==> config.mk <==
export PLATFORM = sky130hd
export DESIGN_NAME = fetch_unit
export DESIGN_NICKNAME = d
export VERILOG_FILES = /design/src/rtl/fetch_pkg.sv /design/src/rtl/branch_target_lut.sv /design/src/rtl/fetch_unit.sv
export SDC_FILE = /design/constraint.sdc
export NUM_CORES = 1
export LEC_CHECK = 0
export BUFFER_PORTS_ARGS = -buffer_cell sky130_fd_sc_hd__buf_2
export CAP_MARGIN = 20
export CELL_PAD_IN_SITES_DETAIL_PLACEMENT = 1
export CELL_PAD_IN_SITES_GLOBAL_PLACEMENT = 1
export CORE_UTILIZATION = 45
export CTS_CLUSTER_DIAMETER = 150
export DETAILED_ROUTE_END_ITERATION = 10
export GPL_ROUTABILITY_DRIVEN = 0
export PLACE_DENSITY = 0.66
export SLEW_MARGIN = 20
export SYNTH_ARGS = -nofsm -noshare
export SYNTH_HDL_FRONTEND = slang
export SYNTH_SLANG_ARGS = --single-unit
==> constraint.sdc <==
create_clock -name clk -period 3.95 [get_ports clk]
set_clock_uncertainty 0.05 [all_clocks]
set_input_delay 1.185 -clock clk [delete_from_list [all_inputs] [get_ports clk]]
set_output_delay 1.185 -clock clk [all_outputs]
set_load 0.005 [all_outputs]
==> src/rtl/fetch_pkg.sv <==
// Shared types and default widths for the fetch stage.
package fetch_pkg;

  localparam int unsigned PC_W_DEF    = 32;
  localparam int unsigned IMEM_AW_DEF = 12;
  localparam int unsigned LUT_AW_DEF  = 5;

  typedef logic [PC_W_DEF-1:0]    pc_t;
  typedef logic [IMEM_AW_DEF-1:0] imem_addr_t;

  typedef enum logic [1:0] {
    IDLE   = 2'd0,
    RUN    = 2'd1,
    HALTED = 2'd2
  } fetch_state_t;

endpackage

==> src/rtl/branch_target_lut.sv <==
// Branch-target table: synchronous write, combinational read, cleared on reset.
module branch_target_lut #(
  parameter int unsigned AW = 5,
  parameter int unsigned DW = 12
) (
  input  logic          i_clk,
  input  logic          i_rst_n,
  input  logic          i_wr_en,
  input  logic [AW-1:0] i_wr_idx,
  input  logic [DW-1:0] i_wr_data,
  input  logic [AW-1:0] i_rd_idx,
  output logic [DW-1:0] o_rd_data
);

  logic [DW-1:0] r_mem [2**AW];

  always_ff @(posedge i_clk) begin
    if (!i_rst_n) begin
      for (int i = 0; i < 2**AW; i++) begin
        r_mem[i] <= '0;
      end
    end else if (i_wr_en) begin
      r_mem[i_wr_idx] <= i_wr_data;
    end
  end

  // A same-cycle write to the read index is seen only from the next cycle.
  assign o_rd_data = r_mem[i_rd_idx];

endmodule

==> src/rtl/fetch_unit.sv <==
// PC generation and program start/done sequencing ahead of instruction memory.
// Optional perf counters (fetch_count, stall_count) enabled by FETCH_PERF_EN.
module fetch_unit
  import fetch_pkg::*;
#(
  parameter int unsigned PC_W     = PC_W_DEF,
  parameter int unsigned IMEM_AW  = IMEM_AW_DEF,
  parameter int unsigned LUT_AW   = LUT_AW_DEF,
  parameter int unsigned START_PC = 0
) (
  input  logic               clk,
  input  logic               reset,
  input  logic               start,
  input  logic               stall,
  input  logic               halt_req,
  input  logic               branch_taken,
  input  logic [LUT_AW-1:0]  branch_idx,
  input  logic               lut_wr_en,
  input  logic [LUT_AW-1:0]  lut_wr_idx,
  input  logic [IMEM_AW-1:0] lut_wr_data,
  output logic [PC_W-1:0]    current_pc,
  output logic               fetch_valid,
  output logic               done,
  output logic               overflow
`ifdef FETCH_PERF_EN
  ,
  output logic [31:0]        fetch_count,
  output logic [31:0]        stall_count
`endif
);

  localparam logic [IMEM_AW-1:0] StartAddr = IMEM_AW'(START_PC);

  fetch_state_t       r_state;
  logic [IMEM_AW-1:0] r_pc;
  logic               r_done;
  logic               r_overflow;
  logic [IMEM_AW-1:0] w_lut_rd;

  branch_target_lut #(
    .AW (LUT_AW),
    .DW (IMEM_AW)
  ) u_lut (
    .i_clk     (clk),
    .i_rst_n   (reset),
    .i_wr_en   (lut_wr_en),
    .i_wr_idx  (lut_wr_idx),
    .i_wr_data (lut_wr_data),
    .i_rd_idx  (branch_idx),
    .o_rd_data (w_lut_rd)
  );

  always_ff @(posedge clk) begin
    if (!reset) begin
      r_state    <= IDLE;
      r_pc       <= StartAddr;
      r_done     <= 1'b0;
      r_overflow <= 1'b0;
    end else begin
      case (r_state)
        IDLE: begin
          if (start) begin
            r_state <= RUN;
            r_pc    <= StartAddr;
          end
        end
        RUN: begin
          if (!stall) begin
            if (halt_req) begin
              r_state <= HALTED;
              r_done  <= 1'b1;
            end else if (branch_taken) begin
              r_pc <= w_lut_rd;
            end else if (&r_pc) begin
              // Sequential fetch would leave instruction memory: stop here.
              r_state    <= HALTED;
              r_done     <= 1'b1;
              r_overflow <= 1'b1;
            end else begin
              r_pc <= r_pc + IMEM_AW'(1);
            end
          end
        end
        HALTED: begin
          if (start) begin
            r_state    <= RUN;
            r_pc       <= StartAddr;
            r_done     <= 1'b0;
            r_overflow <= 1'b0;
          end
        end
        default: r_state <= IDLE;
      endcase
    end
  end

  assign current_pc  = PC_W'(r_pc);
  assign fetch_valid = (r_state == RUN) && !stall;
  assign done        = r_done;
  assign overflow    = r_overflow;

`ifdef FETCH_PERF_EN
  logic        w_start_ok;
  logic [31:0] r_fetch_cnt;
  logic [31:0] r_stall_cnt;

  // start in RUN is ignored, so it does not clear the counters either.
  assign w_start_ok = start && (r_state != RUN);

  always_ff @(posedge clk) begin
    if (!reset || w_start_ok) begin
      r_fetch_cnt <= '0;
      r_stall_cnt <= '0;
    end else begin
      if (fetch_valid && !(&r_fetch_cnt)) begin
        r_fetch_cnt <= r_fetch_cnt + 32'd1;
      end
      if ((r_state == RUN) && stall && !(&r_stall_cnt)) begin
        r_stall_cnt <= r_stall_cnt + 32'd1;
      end
    end
  end

  assign fetch_count = r_fetch_cnt;
  assign stall_count = r_stall_cnt;
`endif

endmodule

# == After elaboration in Yosys (flattened, before gate mapping) ==
# Memories as Yosys holds them, arrays and structs flattened.
# Cells that the tools add are included.
# word_totals
out_inout_bits,35
ff_bits,16
wordCells,57
inputBits,29
mem_count,1
ramBits,384
# classes
n_addsub,1
mux,28
reduce_logical,12
n_eq_ne,11
# mem_list
memory,words,word_bits,rd,rd_clocked_by_memory_dff,wr,line_no,source
u_lut.r_mem,32,12,1,0,32,branch_target_lut.sv:15,logic [DW-1:0] r_mem [2**AW];
# ops
op,count
12-bit two-way mux,6
12-bit case mux with 2 select lines,1
12-bit by 1-bit adder with 12-bit output (second input constant),1
1-bit two-way mux,12
12-bit AND reduction,1
12-bit OR reduction,1
2-bit two-way mux,5
2-bit != test (second input constant),5
5-bit AND reduction,2
3-bit != test (second input constant),3
6-bit AND reduction,1
5-bit two-way mux,1
1-bit case mux with 2 select lines,2
2-bit case mux with 2 select lines,1
4-bit AND reduction,1
2-bit nonzero test,2
2-bit by 1-bit equality test with 1-bit output (second input constant),1
2-bit equality test (second input constant),1
2-bit zero test,1
2-bit by 1-bit != test with 1-bit output (second input constant),1
2-bit OR reduction,1
1-bit logical AND,1
1-bit zero test,1

# == Logic depth before layout (Yosys ltp) ==
# depth
word_depth,6
depth_mapped,8
mapped_depth_nobuf,6

# == Cells and area by module ==
# Synthesis repeated with hierarchy kept, for this count alone.
# unflattened
hier_cells,1499
hier_area_um2,19224.7
# modules_own_cells
mod,n_inst,seq_area_each_um2,area_each_um2,cells_each
branch_target_lut,1,11531.1,17997.3,1352
fetch_unit,1,320.3,1227.4,147

# == Worst setup path before layout ==
# No wires, ideal clock.
# synth_timing
path_kind,input-to-reg
start,in lut_wr_idx[0]
end,"mem u_lut.r_mem[12][0], enable pin"
arrival_ns,2.810
path_stages,4
required_time_ns,3.502
slack_ns,0.692
path_buffers,2
cell_sequence,or3_1 clkbuf_1 clkbuf_1 o21ai_0
# synth_rtl
item,line_no,source
from (decl),fetch_unit.sv:19,"input logic [LUT_AW-1:0] lut_wr_idx,"
to (decl),branch_target_lut.sv:15,

# == Worst setup path after layout ==
# layout_timing
start,in branch_idx[0]
end,reg r_pc[3]
# layout_between
elab_chain_len,5
# layout_rtl
item,line_no,source
from (decl),fetch_unit.sv:17,"input logic [LUT_AW-1:0] branch_idx,"
memory read 32 x 12 bit,n/a,
12-bit two-way mux,fetch_unit.sv:72,end else if (branch_taken) begin
12-bit two-way mux,fetch_unit.sv:69,if (halt_req) begin
12-bit two-way mux,fetch_unit.sv:68,if (!stall) begin
12-bit case mux with 2 select lines,fetch_unit.sv:60,case (r_state)
to (signal assigned),fetch_unit.sv:64,r_pc <= StartAddr;
to (signal assigned),fetch_unit.sv:73,r_pc <= w_lut_rd;
to (signal assigned),fetch_unit.sv:80,r_pc <= r_pc + IMEM_AW'(1);
to (decl),fetch_unit.sv:35,logic [IMEM_AW-1:0] r_pc;
# No other way between the ends. The select of a mux whose other input is x is not followed.
# A chain may end at the register's enable or synchronous reset.

==> summary.txt <==
Run status
  – Status: finished, final reports clean

Critical path
  – CP required: 4.40 ns
  – Worst setup EP type: flop
  – Critical path launch point type: primary input
  – Setup CP Type: in2reg
  – Arrival @ worst endpoint: 3.47 ns
  – CP Max Fanout: 22
  – Reg2Reg Launch Point: r_pc[0]
  – CP Launch Point: branch_idx[0]

Timing
  – Worst-margin pin slew: 1.02 ns
  – Final setup vio count: 0
  – Final hold viol count: 0
  – Fmax: 330 MHz
  – Final Cycle Share: 76.7%
  – RSZ-0062 raised after global routing: false
  – Min Tclk post-route: 3.03 ns
  – TNS Setup: 0 ns
  – Slew HR: 31.9%
  – Fin. max-slew vios: 0

Die
  – Initial Util: 45.9%
  – Core area: 41,100 µm²
  – Number of core rows: 74
  – Die Ht: 207 µm
  – Ports: 64
  – Die footprint: 42,800 µm²
  – Die width: 207 µm

Finish
  – Fill count: 4,002
  – Area delta synth->final: 12.8%
  – Share of layout cells above drive strength 1: 21.6%
  – Cell Count, Final, Fillers Out: 1,909
  – Fin util: 51.8%
  – Layout Nets: 1,368

Place
  – Post-DP HPWL: 33,900 µm
  – Dpl cells: 1,822
  – Count of input and output buffers: 43

Power and ir drop
  – Leakage: 0.00749 µW
  – Power per cell area: 471 nW/µm²
  – Max VDD drop: 0.346 mV

Global route
  – Grt total ovfl: 0
  – First-pass GRT wire length: 77,200 µm
  – Initial antenna violation count: 4
  – Vias in the first global route: 11,399
  – Largest net degree at the start of global routing: 42
  – All-Layer GR Usage: 25.5%

Synthesis
  – Cells after Synth: 1,291
  – Post-Synth Simple-Gate Area: 16.3%
  – Compound-Gate Fraction of Synth Area: 3.72%
  – Asr flop ratio synth: 0%
  – Ys Warns: 0
  – Count of flip-flops with a built-in enable after synthesis: 384
  – Post-Syn Area: 18,900 µm²
  – XOR/XNOR Fraction of Synth Area: 0.139%
  – Post-synthesis sequential element count: 400
  – Post-synthesis mux area share: 13.2%
  – Register area share after synthesis: 62.7%
  – Mean area per synthesized cell: 14.6 µm²
  – Post-synthesis adder-cell area fraction: 0.0662%
  – Largest family of logic cells by synthesized area: simple AND/OR/NAND/NOR gates
  – Distinct cells, synth: 63
  – Most used DFF post-synth: edfxtp_1

Hold path
  – HP Class: reg2reg
  – Worst hold start: done

Detailed routing
  – Aggregate routed wire length: 53,100 µm
  – Post-route ant nets: 0
  – Metal2 WL: 25,000 µm
  – Initial DRC Count: 885
  – Vias: 11,048
  – Top sig layer: met4
  – Drt wl/cell: 27.8 µm
  – Initial DRT Pass Iterations: 7
  – Met3 wire len: 3160 µm
  – Remaining DRCs: 0
  – DR vias/cell: 5.79
  – Metal-1 WL: 23,500 µm

Run
  – Max-cap viol count: 0

Clock tree
  – Clock buffer depth: 3
  – Cts bufs inserted: 46
  – Worst skew pair latency: 0.57 ns
  – CTS tree: built
  – CTS sink count: 400
  – H-tree depth: 2
  – Clk slew on worst S/H paths: 0.06 ns
  – Hold buffers post-CTS: 0
  – Post-CTS sizing: 0
  – Post-CTS setup buffers: 0
  – Root buffer cell: clkbuf_16
[registers in the layout, summed over array words and instances (netlist names)]
| signal | cells |
|---|---|
| u_lut.r_mem | 384 |
| r_pc | 12 |
| r_state | 2 |
| done | 1 |
| overflow | 1 |
[worst paths after layout]
check             end  slack [ns]  cells past startpoint
max           r_pc[3]        0.92                      9
min              done        0.40                      2
max reg2reg  r_pc[10]        1.30                      6
min reg2reg      done        0.40                      2
[cells in the mapped netlist (all sizes together) (5+ instances only)]
master / n / area [µm²]
a211oi: 6 / 45.0
a21oi: 9 / 45.0
o21ai: 45 / 225
mux2i: 25 / 250
nor3: 7 / 35.0
mux4: 97 / 2180
a2111oi: 5 / 50.0
nand3: 10 / 50.1
buf: 48 / 357
inv: 6 / 22.5
a221oi: 8 / 95.1
o22ai: 6 / 37.5
clkbuf: 84 / 325
nor2: 48 / 183
mux2: 5 / 56.3
or3: 6 / 43.8
and2: 386 / 2410
nand2: 28 / 105
edfxtp: 384 / 11500
dfxtp: 16 / 320
nand3b: 7 / 52.6
[through the flow]
step                hold WS, ns  area [µm²]  total power, µW  worst slack, ns
floorplan                 0.389       19000             5450            0.692
global placement          0.384       19800             5770            0.316
detailed placement        0.397       19800             5790            0.304
CTS                       0.406       21300            10100            0.895
global route              0.426       21300            10300            0.784
finish                    0.396       21300            10000            0.921
[layer usage]
metal  GRT usage (%)  up-vias
met2            40.0      342
met5               0        -
met3            4.29       72
li1                -     4819
met4            8.32        0
met1            36.2     5815
[final cells by class]
| class | instances | area, µm² | share of cell area [%] |
|---|---|---|---|
| antenna | 1 | 2.50 | 0.0117 |
| clock buffer | 58 | 1260 | 5.92 |
| clock inverter | 28 | 258 | 1.21 |
| inverter | 7 | 26.3 | 0.123 |
| multi-input combinational | 770 | 6390 | 30.0 |
| sequential | 400 | 11900 | 55.6 |
| tap | 532 | 666 | 3.13 |
| timing repair buffer | 113 | 846 | 3.97 |
[critical path, stage by stage]
cell and delay [ns]:
buf_4 0.41, buf_12 0.27, buf_12 0.18, mux4_2 0.24
nor2_1 0.04, a2111oi_0 0.72, buf_4 0.23, a21oi_1 0.04
o21ai_1 0.13
[where the power goes]
| part | internal (µW) | switching (µW) | leakage, µW |
|---|---|---|---|
| registers | 4860 | 73.7 | 0.00378 |
| clock network | 2580 | 1740 | 0.000744 |
| logic | 296 | 471 | 0.00296 |
[logic make-up after synthesis]
family	after synthesis
buf+inv	140
other cells	1
fa+ha+maj	1
simple gates	517
mux	127
flops	400
compound gates	102
xor+xnor	3
[cells in the final DEF, fill, tap and decap left out, types with 3 or more instances in the layout]
master     count
nand3_1       10
a221oi_2       4
a211oi_1       6
mux2_2         5
clkinv_2      11
a2111oi_0      4
buf_4         64
mux2i_1       25
xor2_1         3
nor4_1         3
a211o_1        3
a21oi_1        9
nor3_1         7
edfxtp_1     384
and2_1       386
buf_12         8
bufinv_16      5
nor2b_1        4
conb_1        20
a221oi_1       4
dfxtp_1       16
inv_1          6
o21ai_0        9
buf_2         41
nand3b_1       7
o22ai_1        6
mux4_2        97
or3_1          4
o221ai_1       4
nor2_1        47
o21ai_1       36
clkbuf_1       9
clkbuf_16     49
clkinv_1      11
nand2_1       28
Power figures use the tool's default switching activity.
